### src/rtl/eva_ahb_timer_slave_if.sv
// eva_ahb_timer_slave_if: AHB-lite signal bundle between the EVA master and the timer slave.
interface eva_ahb_timer_slave_if;
    logic        hsel;
    logic [1:0]  htrans;
    logic        hwrite;
    logic [31:0] haddr;
    logic [2:0]  hsize;
    logic [31:0] hwdata;
    logic        hready_in;
    logic        hready_out;
    logic [1:0]  hresp;
    logic [31:0] hrdata;
    modport master (
        output hsel, htrans, hwrite, haddr, hsize, hwdata, hready_in,
        input  hready_out, hresp, hrdata
    );
    modport slave (
        input  hsel, htrans, hwrite, haddr, hsize, hwdata, hready_in,
        output hready_out, hresp, hrdata
    );
endinterface

### src/rtl/eva_ahb_timer_slave.sv
// eva_ahb_timer_slave: AHB-lite register slave with a 32-bit down-counter timer and level interrupt.
// Define EVA_AHB_WAIT_EN to insert WAIT_CYC wait states into every OKAY data phase.
module eva_ahb_timer_slave #(
    parameter logic [31:0] ID_VAL   = 32'hE7A0_0001,
    parameter int unsigned WAIT_CYC = 2
) (
    input  logic                  hclk,
    input  logic                  hrest_n,
    eva_ahb_timer_slave_if.slave  bus,
    output logic                  intr
);
    typedef enum logic [1:0] {IDLE, DATA, ERR1, ERR2} state_t;
    state_t      state;
    logic        wr;
    logic [3:0]  idx;
    logic [2:0]  ctrl;
    logic [31:0] load;
    logic [31:0] count;
    logic [31:0] scratch;
    logic        expd;
    logic        acc;
    logic        bad;
    logic        done;
    logic        ld_wr;
    logic        w1c;
    logic        tick;
    logic        fire;
    logic [31:0] rmux;
    logic        unused_bits;

    if (WAIT_CYC > 7) begin : g_wait_range
        $error("WAIT_CYC must be in 0..7");
    end

    assign unused_bits = ^{bus.haddr[31:6], bus.haddr[1:0]};
    assign acc   = bus.hsel & bus.htrans[1] & bus.hready_in;
    assign bad   = (bus.haddr[5:2] > 4'd5) | (bus.hsize != 3'b010) |
                   (bus.hwrite & (bus.haddr[5:2] == 4'd0 | bus.haddr[5:2] == 4'd3));
    assign done  = (state == DATA) & bus.hready_out;
    assign ld_wr = done & wr & (idx == 4'd2);
    assign w1c   = done & wr & (idx == 4'd4) & bus.hwdata[0];
    // A LOAD write pre-empts the decrement and any expiry in that cycle
    assign tick  = ctrl[0] & (count != '0) & ~ld_wr;
    assign fire  = tick & (count == 32'd1);

    assign rmux = idx == 4'd0 ? ID_VAL :
                  idx == 4'd1 ? {29'd0, ctrl} :
                  idx == 4'd2 ? load :
                  idx == 4'd3 ? count :
                  idx == 4'd4 ? {31'd0, expd} : scratch;
    assign bus.hrdata = done & ~wr ? rmux : '0;

`ifdef EVA_AHB_WAIT_EN
    logic [2:0] wcnt;
`endif

    always_ff @(posedge hclk or negedge hrest_n) begin
        if (!hrest_n) begin
            state          <= IDLE;
            bus.hready_out <= 1'b1;
            bus.hresp      <= 2'b00;
            wr             <= 1'b0;
            idx            <= '0;
`ifdef EVA_AHB_WAIT_EN
            wcnt           <= '0;
`endif
        end else if (acc) begin
            state     <= bad ? ERR1 : DATA;
            wr        <= bus.hwrite;
            idx       <= bus.haddr[5:2];
            bus.hresp <= {1'b0, bad};
`ifdef EVA_AHB_WAIT_EN
            wcnt           <= 3'(WAIT_CYC);
            bus.hready_out <= ~bad & (WAIT_CYC == 0);
`else
            bus.hready_out <= ~bad;
`endif
        end else if (state == ERR1) begin
            state          <= ERR2;
            bus.hready_out <= 1'b1;
`ifdef EVA_AHB_WAIT_EN
        end else if (state == DATA && !bus.hready_out) begin
            wcnt           <= wcnt - 3'd1;
            bus.hready_out <= wcnt == 3'd1;
`endif
        end else begin
            state          <= IDLE;
            bus.hready_out <= 1'b1;
            bus.hresp      <= 2'b00;
        end
    end

    always_ff @(posedge hclk or negedge hrest_n) begin
        if (!hrest_n) begin
            ctrl    <= '0;
            load    <= '0;
            count   <= '0;
            expd    <= 1'b0;
            scratch <= '0;
            intr    <= 1'b0;
        end else begin
            if (done & wr & idx == 4'd1) ctrl <= bus.hwdata[2:0];
            if (ld_wr) load <= bus.hwdata;
            if (done & wr & idx == 4'd5) scratch <= bus.hwdata;
            count <= ld_wr ? bus.hwdata : fire ? (ctrl[1] ? load : '0) : tick ? count - 32'd1 : count;
            // Expiry set beats a simultaneous W1C
            expd  <= fire | (expd & ~w1c);
            intr  <= expd & ctrl[2];
        end
    end
endmodule
### src/flat_wrapper.sv
// flat-port wrapper written by rule: the top's interface ports become plain ports
module eva_ahb_timer_slave_flat 
#(
    parameter logic [31:0] ID_VAL   = 32'hE7A0_0001,
    parameter int unsigned WAIT_CYC = 2
)
  (hclk, hrest_n, intr, bus_hsel, bus_htrans, bus_hwrite, bus_haddr, bus_hsize, bus_hwdata, bus_hready_in, bus_hready_out, bus_hresp, bus_hrdata);
  eva_ahb_timer_slave_if bus_i ();
  input  logic hclk;
  input  logic hrest_n;
  output logic intr;
  input wire logic [$bits(bus_i.hsel)-1:0] bus_hsel;
  input wire logic [$bits(bus_i.htrans)-1:0] bus_htrans;
  input wire logic [$bits(bus_i.hwrite)-1:0] bus_hwrite;
  input wire logic [$bits(bus_i.haddr)-1:0] bus_haddr;
  input wire logic [$bits(bus_i.hsize)-1:0] bus_hsize;
  input wire logic [$bits(bus_i.hwdata)-1:0] bus_hwdata;
  input wire logic [$bits(bus_i.hready_in)-1:0] bus_hready_in;
  output wire logic [$bits(bus_i.hready_out)-1:0] bus_hready_out;
  output wire logic [$bits(bus_i.hresp)-1:0] bus_hresp;
  output wire logic [$bits(bus_i.hrdata)-1:0] bus_hrdata;
  assign bus_i.hsel = bus_hsel;
  assign bus_i.htrans = bus_htrans;
  assign bus_i.hwrite = bus_hwrite;
  assign bus_i.haddr = bus_haddr;
  assign bus_i.hsize = bus_hsize;
  assign bus_i.hwdata = bus_hwdata;
  assign bus_i.hready_in = bus_hready_in;
  assign bus_hready_out = bus_i.hready_out;
  assign bus_hresp = bus_i.hresp;
  assign bus_hrdata = bus_i.hrdata;
  eva_ahb_timer_slave #(.ID_VAL(ID_VAL), .WAIT_CYC(WAIT_CYC)) u_core (.hclk(hclk), .hrest_n(hrest_n), .bus(bus_i), .intr(intr));
endmodule
### config.mk
export PLATFORM = sky130hd
export DESIGN_NAME = eva_ahb_timer_slave_flat
export DESIGN_NICKNAME = d
export VERILOG_FILES = /design/src/rtl/eva_ahb_timer_slave_if.sv /design/src/rtl/eva_ahb_timer_slave.sv /design/src/flat_wrapper.sv
export SDC_FILE = /design/constraint.sdc
export NUM_CORES = 1
export LEC_CHECK = 0
export ABC_AREA = 0
export BUFFER_PORTS_ARGS = -buffer_cell sky130_fd_sc_hd__buf_2
export CELL_PAD_IN_SITES_DETAIL_PLACEMENT = 1
export CELL_PAD_IN_SITES_GLOBAL_PLACEMENT = 2
export CORE_ASPECT_RATIO = 1.75
export CORE_UTILIZATION = 31
export DETAILED_ROUTE_END_ITERATION = 8
export PLACE_DENSITY_LB_ADDON = 0.1
export SLEW_MARGIN = 30
export SYNTH_ARGS = -nofsm -noshare
export SYNTH_HDL_FRONTEND = slang
export SYNTH_SLANG_ARGS = --single-unit
### constraint.sdc
create_clock -name hclk -period 2.4 [get_ports hclk]
set_input_delay 0.24 -clock hclk [delete_from_list [all_inputs] [get_ports hclk]]
set_output_delay 0.24 -clock hclk [all_outputs]
set_load 0.05 [all_outputs]
# Yosys cells after proc, flatten, opt, wreduce, memory -nomap -nowiden
# Cells that the tools add are included.
# word_totals
regBits,111
input_bits,74
output_inout_bits,36
word_cells,68
# op_classes
add_sub_neg,1
order_cmp,1
n_eq_ne,11
n_mux,16
bitwise,24
reduce_logical,4
# ops
cell,n
32-bit 2-to-1 mux,10
"32-bit by 1-bit equality test with 1-bit output, second input constant",1
32-bit nonzero test,1
"32-bit by 1-bit subtractor with 32-bit output, second input constant",1
1-bit bitwise AND,16
"4-bit by 2-bit equality test with 1-bit output, second input constant",3
2-bit 2-to-1 mux,5
"4-bit by 3-bit equality test with 1-bit output, second input constant",2
4-bit zero test,2
"4-bit by 1-bit equality test with 1-bit output, second input constant",1
"4-bit by 3-bit greater-than comparator with 1-bit output, second input constant",1
1-bit NOT,4
1-bit OR,4
"3-bit by 2-bit != test with 1-bit output, second input constant",1
3-bit nonzero test,1
"2-bit by 1-bit equality test with 1-bit output, second input constant",1
"2-bit equality test, second input constant",1
"2-bit by 1-bit != test with 1-bit output, second input constant",1
1-bit 2-to-1 mux,1

# Longest topological paths before layout
# depth
word_depth,9
depth_mapped,11
depth_no_buf,8

# Worst setup path before layout
# Ideal clock, no wire load.
# synth_timing
path_type,reg-to-output
startpoint,register u_core.bus.hready_out
endpoint,output bus_hrdata[10]
arrival_time_ps,2703
t_required_ps,2160
setup_slack_ps,-543
path_stages_with_launch,6
path_buffers,1
path_cell_list,dfstp_2 nand3b_1 or3_1 nand2b_1 clkbuf_1 a211oi_1
# synth_via
elab_chain_cells,3
# synth_rtl
item,line,source
from (decl),eva_ahb_timer_slave_if.sv:19,"output hready_out, hresp, hrdata"
from (signal assigned),eva_ahb_timer_slave.sv:76,bus.hready_out <= ~bad;
1-bit bitwise AND,eva_ahb_timer_slave.sv:39,assign done = (state == DATA) & bus.hready_out;
1-bit bitwise AND,eva_ahb_timer_slave.sv:51,assign bus.hrdata = done & ~wr ? rmux : '0;
32-bit 2-to-1 mux,eva_ahb_timer_slave.sv:51,
to (decl),flat_wrapper.sv:21,output wire logic [$bits(bus_i.hrdata)-1:0] bus_hrdata;
# No other way between the ends.

# Worst setup path in the final report
# layout_timing
startpoint,register u_core.bus.hready_out
endpoint,output bus_hrdata[15]
# Same word-level chain as after synthesis.

==> qor.yml <==
run_status: "finished, violations left"
violations: "setup timing"
crit_required_ps: 2160
path_class: "reg -> out"
rsz0062_at_grt: "true"
fin_nets: 961
clkTransAtPathRegs_ps: 80
ys_top_cells_by_area: "dfrtp_1 (42%), nand2_1 (8.9%), mux2_2 (8.2%)"
cts_buffers: 9
viasPerCell: 5.49
pwr-share-comb_pct: 47.1
vias: 6246
synth_cell_types: 67
hold_viol_final: 0
max_cap_viol_count: 0
synth.most_common_cell: "nand2_1"
ant_nets: 0
finalSetupViolCount: 2
clkPwrFrac_pct: 18.7
power_density_nw_per_um2: 1000
nFillCells: 2364
irDropWorstVdd_uv: 432
area_growth_pct: 33.7
post-route-period-util_pct: 100
clock_skew_ps: 11.3
drtIter0Drc: 194
diodes: 0
power.switching_uw: 3520
synth_edf_count: 0
placed_cells: 1115
firstDrtPassIters: 4
dp_hpwl_um: 18500
floorplan.rows: 69
netSwitchingFraction_pct: 40.7
worstMarginPinSlew_ps: 674
cts_root_buffer: "clkbuf_16"
clk_latency_ps: 370
hold_class: "in -> reg"
cts_max_path_buffers: 2
synth_cells: 724
regArea_sq_um: 2760
track_usage_pct: 24.1
portBuffers: 79
grt-ovfl-total: 0
placed_area_sq_um: 7910
initial_core_util_pct: 31.7
synth_seq_cells: 110
cts_tree: "built"
critical_path.startpoint_type: "flop"
fp.dieH_um: 193
synth_largest_area_cell: "dfrtp_1"
grt_pass1_vias: 6766
timing.fmax_mhz: 416
critPathCaptureType: "primary output"
synth.top_cell.area_share_pct: 42.4
synth_nets: 800
async_flop_share_pct: 100
wire_per_inst_um: 21.5
p_seq_share_pct: 34.2
slowest_delay_ps: 540
intPower_uw: 5120
drive_gt1_share_pct: 37.8
yosysWarnings: 0
path_max_fanout: 5
synth.avg_cell_area_sq_um: 8.88
cts.sink_count: 110
fin_cells: 1138
maxSlewHeadroom_pct: 55.1
synthFlopType: "dfrtp_1"
h-tree-depth: 3
cp_cell_sequence: "nand3b_1, or3_4, nand2b_4, buf_8, a211oi_4, buf_6"
period_minus_slack_ps: 2400
gp_congestion: 0.874
crit_slowest_cell: "dfstp_2"
multiInputGateArea_sq_um: 3700
drc: 0
critical_path_arrival_ps: 2160
p_leak_uw: 0.00387
io_pins: 110
die_w_um: 111
synthTopCellsByCount: "nand2_1 (153), dfrtp_1 (109), nor2_1 (68)"
ys_seq_area_share_pct: 42.8
die_area_sq_um: 21300
setup_slack_ps: -2.66
grt_pass1_wl_um: 39000
core-area_sq_um: 20300
syn_area_sq_um: 6430
grt_max_degree: 45
wl_um: 24500
maxSlewViolCount: 0
antenna_found_initial: 0
design_area_sq_um: 8600
-- power by group through the flow --
stage / clock network (uW) / registers (uW) / logic [uW]
after floorplan: 0 / 2880 / 2200
after global placement: 0 / 2920 / 3710
after detailed placement: 0 / 2960 / 3800
after CTS: 1660 / 2940 / 3940
after global routing: 1710 / 3030 / 4450
final: 1610 / 2950 / 4070
-- layout make-up --
class | instances | share of cell area [%]
Timing Repair Buffer | 200 | 17.2
Sequential cell | 110 | 32.1
Multi-Input combinational cell | 556 | 43.1
Clock inverter | 4 | 0.640
Clock buffer | 12 | 2.98
Inverter | 8 | 0.393
Tap cell | 248 | 3.61
-- registers in the layout (all words and copies together) (netlist names) --
name                   flops
u_core.scratch            32
u_core.state               2
u_core.idx                 4
u_core.wr                  1
u_core.bus.hready_out      1
u_core.ctrl                3
u_core.expd                1
u_core.count              32
u_core.intr                1
u_core.load               32
u_core.bus.hresp           1
-- timing repair --
action	4_1_cts	5_1_grt
resized for setup	46	39
setup buffers	1	5
endpoints found under the setup margin	53	58
pin swaps	3	6
hold endpoints to repair	27	0
hold buffers	1	0
-- metrics by stage --
| step | setup slack, ps | power [uW] | setup TNS, ps | hold slack (ps) | utilization, % |
|---|---|---|---|---|---|
| CTS | -11.3 | 8540 | -54.6 | 82.3 | 41.4 |
| finish | -2.66 | 8640 | -2.84 | 97.1 | 42.4 |
| global placement | -100 | 6630 | -418 | 214 | 39.0 |
| global route | -63.9 | 9190 | -489 | 106 | 42.4 |
| detailed placement | -220 | 6760 | -1710 | 218 | 39.0 |
| floorplan | -159 | 5090 | -1560 | -55.6 | - |
-- kinds of logic after synthesis --
family / count (synthesis) / synth area share (%)
AND/OR/NAND/NOR: 327 / 23.9
AO/OA/AOI/OAI: 135 / 14.6
flip-flops: 110 / 42.8
multiplexers: 70 / 11.8
buffers and inverters: 58 / 3.64
XOR/XNOR: 21 / 2.86
adder cells (fa/ha/maj): 2 / 0.389
other: 1 / 0.0583
-- path summary, 6_finish.rpt --
| path | start | slack [ps] | endpoint | cells after the start |
|---|---|---|---|---|
| min reg2reg | u_core.load[1] | 510 | u_core.load[1] | 2 |
| min in group asynchronous | hrest_n | 350 | u_core.count[18] | 2 |
| min | bus_hwdata[5] | 100 | u_core.load[5] | 3 |
| max | u_core.bus.hready_out | -3 | bus_hrdata[15] | 6 |
| max in group asynchronous | hrest_n | 1340 | u_core.bus.hready_out | 3 |
| max reg2reg | u_core.count[22] | -3 | u_core.count[20] | 6 |
-- routing by layer --
metal / track usage [%] / wire [um]
met3: 2.07 / 626
met4: 11.8 / 805
met2: 45.0 / 13400
met5: 0 / 0
met1: 27.3 / 9690
-- worst max-delay path: cells and delay by family (launching register included) --
| family | cells | cell delay, ps |
|---|---|---|
| AOI/OAI and AO/OA | 1 | 210 |
| buffers and inverters | 2 | 340 |
| and+or+nand+nor | 3 | 700 |
| DFF | 1 | 540 |
-- cells in the final DEF (no fill, tap or decap), types with 7 or more instances in the layout --
master / count
a211oi_2: 8
a21oi_1: 19
nor2_1: 57
o21ai_0: 14
buf_2: 65
clkbuf_16: 9
a31oi_1: 18
nor3_1: 12
nand4_1: 15
nand2_1: 151
dfrtp_1: 104
nor4_2: 7
xnor2_1: 16
buf_6: 14
nand3_1: 15
a21boi_0: 7
nor2_2: 11
buf_4: 110
mux2i_1: 23
mux2_2: 47
o211ai_1: 11
Power figures use the tool's default switching activity.
